[config.mk]
export PLATFORM = sky130hd
export DESIGN_NAME = softmax_row_max
export DESIGN_NICKNAME = d
export VERILOG_FILES = /design/src/rtl/softmax_row_max.sv
export SDC_FILE = /design/constraint.sdc
export NUM_CORES = 1
export LEC_CHECK = 0
export CAP_MARGIN = 20
export CORE_ASPECT_RATIO = 1.4
export CORE_UTILIZATION = 45
export CTS_BUF_LIST = sky130_fd_sc_hd__clkbuf_16
export DETAILED_ROUTE_END_ITERATION = 10
export GPL_ROUTABILITY_DRIVEN = 1
export PLACE_DENSITY_LB_ADDON = 0.08
export SYNTH_ARGS = -nofsm -noshare
export SYNTH_HDL_FRONTEND = slang
export SYNTH_SLANG_ARGS = --single-unit
[constraint.sdc]
create_clock -name clk -period 6.5 [get_ports clk]
set_input_delay 1.3 -clock clk [delete_from_list [all_inputs] [get_ports clk]]
set_output_delay 1.3 -clock clk [all_outputs]
set_load 0.01 [all_outputs]
[src/rtl/softmax_row_max.sv]
// Row-maximum reducer for the softmax subtract stage.
// Four fp16 lanes per beat, NUM_BEATS beats per row, valid/ready out.
`timescale 1ns/1ps
module softmax_row_max #(
  parameter int DATAWIDTH = 16,
  parameter int NUM_BEATS = 8,
  parameter int CNT_W     = 3
) (
  input  logic                 clk,
  input  logic                 rst,
  input  logic [DATAWIDTH-1:0] a_inp0,
  input  logic [DATAWIDTH-1:0] a_inp1,
  input  logic [DATAWIDTH-1:0] a_inp2,
  input  logic [DATAWIDTH-1:0] a_inp3,
  input  logic                 in_valid,
  output logic                 in_ready,
  output logic [DATAWIDTH-1:0] max_out,
  output logic                 out_valid,
  input  logic                 out_ready,
  output logic                 busy
);

  typedef enum logic [1:0] {
    IDLE,
    ACCUM,
    FLUSH,
    DONE
  } state_t;

  state_t r_state;
  state_t w_next;

  logic                 w_acc;
  logic                 w_first;
  logic                 w_last;
  logic [CNT_W-1:0]     r_cnt;

  logic [3:0][DATAWIDTH-1:0] r_s0_lane;
  logic                 r_s0_valid;
  logic                 r_s0_first;
  logic                 r_s0_last;

  logic [DATAWIDTH-1:0] r_s1_max;
  logic                 r_s1_valid;
  logic                 r_s1_first;
  logic                 r_s1_last;

  logic [DATAWIDTH-1:0] r_run;
  logic [DATAWIDTH-1:0] r_max;
  logic                 r_out_valid;

  logic [DATAWIDTH-1:0] w_m01;
  logic [DATAWIDTH-1:0] w_m23;
  logic [DATAWIDTH-1:0] w_m;
  logic [DATAWIDTH-1:0] w_run_nxt;
  logic                 w_s2_load;

  // Sign-magnitude to unsigned order: +0 lands just above -0.
  function automatic logic [DATAWIDTH-1:0] f_key(
    input logic [DATAWIDTH-1:0] x
  );
    return x[DATAWIDTH-1] ? ~x :
      (x | {1'b1, {(DATAWIDTH-1){1'b0}}});
  endfunction

  // Strict compare: ties keep the earlier lane/beat.
  function automatic logic f_gt(
    input logic [DATAWIDTH-1:0] a,
    input logic [DATAWIDTH-1:0] b
  );
    return f_key(a) > f_key(b);
  endfunction

  assign in_ready = (r_state == IDLE) ||
                    (r_state == ACCUM);
  assign w_acc    = in_valid & in_ready;
  assign w_first  = (r_cnt == '0);
  assign w_last   = (r_cnt == CNT_W'(NUM_BEATS-1));
  assign busy     = (r_state != IDLE);
  assign max_out  = r_max;
  assign out_valid = r_out_valid;

  always_comb begin
    w_next = r_state;
    unique case (r_state)
      IDLE:  if (w_acc) w_next = w_last ? FLUSH : ACCUM;
      ACCUM: if (w_acc && w_last) w_next = FLUSH;
      FLUSH: if (w_s2_load) w_next = DONE;
      DONE:  if (out_ready) w_next = IDLE;
    endcase
  end

  always_ff @(posedge clk) begin
    if (!rst) begin
      r_state <= IDLE;
      r_cnt   <= '0;
    end else begin
      r_state <= w_next;
      if (w_acc)
        r_cnt <= w_last ? '0 : r_cnt + 1'b1;
      else if (r_state == IDLE)
        r_cnt <= '0;
    end
  end

  always_ff @(posedge clk) begin
    if (!rst) begin
      r_s0_lane  <= '0;
      r_s0_valid <= 1'b0;
      r_s0_first <= 1'b0;
      r_s0_last  <= 1'b0;
    end else begin
      r_s0_valid <= w_acc;
      if (w_acc) begin
        r_s0_lane  <= {a_inp3, a_inp2, a_inp1, a_inp0};
        r_s0_first <= w_first;
        r_s0_last  <= w_last;
      end
    end
  end

  assign w_m01 = f_gt(r_s0_lane[1], r_s0_lane[0]) ?
                 r_s0_lane[1] : r_s0_lane[0];
  assign w_m23 = f_gt(r_s0_lane[3], r_s0_lane[2]) ?
                 r_s0_lane[3] : r_s0_lane[2];
  assign w_m   = f_gt(w_m23, w_m01) ? w_m23 : w_m01;

  always_ff @(posedge clk) begin
    if (!rst) begin
      r_s1_max   <= '0;
      r_s1_valid <= 1'b0;
      r_s1_first <= 1'b0;
      r_s1_last  <= 1'b0;
    end else begin
      r_s1_valid <= r_s0_valid;
      if (r_s0_valid) begin
        r_s1_max   <= w_m;
        r_s1_first <= r_s0_first;
        r_s1_last  <= r_s0_last;
      end
    end
  end

  assign w_run_nxt = (r_s1_first || f_gt(r_s1_max, r_run)) ?
                     r_s1_max : r_run;
  assign w_s2_load = r_s1_valid & r_s1_last;

  always_ff @(posedge clk) begin
    if (!rst) begin
      r_run       <= '0;
      r_max       <= '0;
      r_out_valid <= 1'b0;
    end else begin
      if (r_s1_valid)
        r_run <= w_run_nxt;
      if (w_s2_load) begin
        r_max       <= w_run_nxt;
        r_out_valid <= 1'b1;
      end else if (r_state == DONE && out_ready) begin
        r_out_valid <= 1'b0;
      end
    end
  end

endmodule

==> impl_metrics.yaml <==
cells_and_area:
  design_area_mm2: 0.00946
  layout-drive-gt1-share_pct: 6.07
  multi_input_area_mm2: 0.00511
  layout_commonest_cell: "nand2_1"
  fillers: 1727
  areaGrowthSynthToFinish_pct: 19.7
  finalNetCount: 1114
  most-common-layout-cells: "nand2_1 (187), dfxtp_1 (124), clkdlybuf4s50_1 (85)"
  insertedDiodeCount: 0
  final-seq-area_mm2: 0.00248
  final_cells: 1224
die:
  dieArea_mm2: 0.0181
  chipWidth_um: 114
  ios: 87
  rows: 57
  dieHeight_um: 159
  fp.coreArea_mm2: 0.0173
  start_util_pct: 45.8
route:
  wl_per_cell_um: 15.1
  first_iter_violations: 239
  drt_pre_antenna_iters: 4
  ant_nets: 0
  wirelength_mm: 18.4
  drcViolationCount: 0
  vias: 6435
  via_per_inst: 5.26
timing:
  fmax_ghz: 0.182
  tightest_slew_ns: 1.01
  hold_ws_ns: 0.468
  finalCritPeriodShare_pct: 84.3
  fin_skew_ns: 0.00843
  slew-limit-headroom_pct: 32.3
  setup_viol: 0
  drv_slew: 0
  fin_crit_ns: 5.48
  fin_tns_setup_ns: 0
  final-hold-violation-count: 0
  rsz0062_at_grt: "false"
clock_tree:
  root_buffer: "clkbuf_16"
  clock_path_buffers: 2
  htree_levels: 4
  cts_hold_buf: 0
  cts_inserted_buffers: 17
  cts.clk_slew.worst_paths_ns: 0.05
  cts.sinks: 124
  cts_tree: "built"
  cts_setup_buffers: 0
  cts_resized: 0
  clock_latency_ns: 0.41
placed_design:
  place_congestion: 0.820
  port_buffers: 86
  place.detailed.hpwl_mm: 13.5
  dp_cells: 1191
  dpl_cell_area_mm2: 0.00889
synth:
  synth_area_per_cell_um2: 8.60
  synth.area.top_cells: "dfxtp_1 (31%), ha_1 (11%), nand2_1 (8.9%), xor2_1 (6.5%), a21boi_0 (6.5%)"
  yosysWarnings: 0
  synth-simple-area-share_pct: 18.4
  synth_cell_types: 46
  synth_area_leader_cell: "dfxtp_1"
  synth_top_family_by_area: "simple AND/OR/NAND/NOR gates"
  synth-seq-cells: 124
  async_flop_share_pct: 0
  synth_nets: 1058
  synth_edf_count: 0
  synthCells: 919
  seq_area_frac_synth_pct: 31.4
  synth_xor_area_share_pct: 14.3
  yosysTopAreaCellShare_pct: 31.4
  netlist_area_mm2: 0.00790
  synth_mux_area_share_pct: 4.75
  synth_top_flop_cell: "dfxtp_1"
  synthAdderAreaFrac_pct: 11.2
  synth_compound_area_share_pct: 15.9
global_route:
  grt_pass1_wl_mm: 31.4
  grt_max_degree: 77
  gr-usage-all-layers_pct: 21.8
  antenna_found_initial: 0
  overflow: 0
  grt_pass1_vias: 6348
hold_path:
  hold_start: "r_s0_last$_SDFFE_PN0P_"
  holdCritPathClass: "reg -> reg"
  min_to: "r_s0_last$_SDFFE_PN0P_"
  worstHoldPathCells: 2
setup_path:
  cp_num_buf_inv: 1
  path_class: "reg -> reg"
  max_stage_delay_ns: 0.80
  r2r_end: "r_s1_max[8]$_SDFFE_PN0P_"
  reg2reg_slack_ns: 1.02
  cp-start-kind: "flop"
  cp.arrival_ns: 5.80
  cp_max_fo: 16
  crit_chain: "xor2_1 -> ha_1 -> nand4_1 -> or4_4 -> o221a_4 -> nor2_8 -> mux2i_4 -> buf_4 -> xnor2_2 -> ha_1 -> a21oi_1 -> o21ai_0 -> o21a_1 -> o31ai_1 -> nand2_1 -> o221ai_1"
  cp_slowest_cell: "dfxtp_1"
  cp_common_cell: "ha_1"
  timing.rr.start: "r_s0_lane[31]$_SDFFE_PN0P_"
  worst_ep_required_time_ns: 6.82
  rr_worst_depth: 16
  cp_top_family: "simple AND/OR/NAND/NOR gates"
  cp-end-kind: "flop"
pwr:
  p_leak_nw: 3.73
  peakVddDrop_uv: 202
  power_per_cell_area_mw_per_mm2: 442
run_status:
  status: "finished, final reports clean"
run:
  maxCapViolCount: 0
-- cell families (layout without fill, tap and decap cells) --
| group | count (synthesis) | count (layout) |
|---|---|---|
| DFF | 124 | 124 |
| and+or+nand+nor | 315 | 315 |
| muxes | 35 | 35 |
| buffers and inverters | 76 | 145 |
| adders and majority gates | 71 | 71 |
| xor gates and xnor gates | 120 | 120 |
| AOI/OAI and AO/OA | 178 | 178 |
-- cell type report --
type / instances / share of cell area, %
Clock buffer: 17 / 4.50
Clock inverter: 15 / 1.40
Inverter: 14 / 0.556
Multi-Input combinational cell: 719 / 54.1
Sequential cell: 124 / 26.3
Tap cell: 236 / 3.12
Timing Repair Buffer: 99 / 10.1
-- state kept, by name (all words and copies together) (netlist names) --
register / flops
out_valid: 1
r_s0_lane: 64
r_s1_first: 1
r_s0_last: 1
r_s1_max: 16
r_state: 2
r_run: 16
r_s1_valid: 1
r_s1_last: 1
r_s0_first: 1
r_cnt: 3
max_out: 16
r_s0_valid: 1
-- worst reg2reg max path, delay by kind of cell, from the launching register on --
| kind | cells | cell delay, ns |
|---|---|---|
| AOI/OAI and AO/OA | 6 | 1.25 |
| xor gates and xnor gates | 2 | 0.24 |
| adders and majority gates | 2 | 0.69 |
| buffers and inverters | 1 | 0.34 |
| DFF | 1 | 0.80 |
| muxes | 1 | 0.68 |
| and+or+nand+nor | 4 | 1.39 |
-- layer usage --
| metal | global-route usage (%) | part of all wire (%) | up-vias |
|---|---|---|---|
| met5 | 0 | 0 | - |
| met4 | 7.79 | 2.3 | 0 |
| met3 | 3.85 | 2.3 | 19 |
| met2 | 37.2 | 50 | 99 |
| met1 | 27.1 | 46 | 2997 |
| li1 | - | - | 3320 |
-- where the power goes --
part	total (mW)	internal, mW	switching (mW)
registers	1.01	0.860	0.147
clock network	0.893	0.555	0.338
logic	2.28	0.919	1.36
-- synthesized netlist by cell type (8+ instances only) --
cell type	number
nand2_1	188
o221ai_1	16
o211ai_1	19
nand3b_1	16
xnor2_2	10
nand4_1	12
ha_1	71
inv_1	13
a21boi_0	68
xnor2_1	51
dfxtp_1	124
nand3_1	22
mux2i_1	33
xor2_1	59
a21oi_1	29
nor2b_1	8
clkbuf_1	50
nor3_1	54
o21ai_0	24
-- how the worst max path moves through the flow --
stage,startpoint,to,slack (ns),depth (start not counted)
after floorplan,r_s0_lane[15]$_SDFFE_PN0P_,r_s1_max[10]$_SDFFE_PN0P_,1.38,19
after global placement,r_s0_lane[31]$_SDFFE_PN0P_,r_s1_max[0]$_SDFFE_PN0P_,1.18,16
after detailed placement,r_s0_lane[31]$_SDFFE_PN0P_,r_s1_max[15]$_SDFFE_PN0P_,0.99,16
after CTS,r_s0_lane[31]$_SDFFE_PN0P_,r_s1_max[5]$_SDFFE_PN0P_,0.97,16
after global routing,r_s0_lane[31]$_SDFFE_PN0P_,r_s1_max[7]$_SDFFE_PN0P_,0.62,16
final,r_s0_lane[31]$_SDFFE_PN0P_,r_s1_max[8]$_SDFFE_PN0P_,1.02,16
-- per-stage QoR --
stage          utilization (%)  total power, mW  worst slack [ns]
2_1_floorplan                -             2.73              1.38
3_3_place_gp              51.5             3.28              1.18
3_5_place_dp              51.5             3.31             0.990
4_1_cts                   54.7             4.22             0.974
5_1_grt                   54.8             4.53             0.623
6_report                  54.8             4.18              1.02
Power figures use the tool's default switching activity.
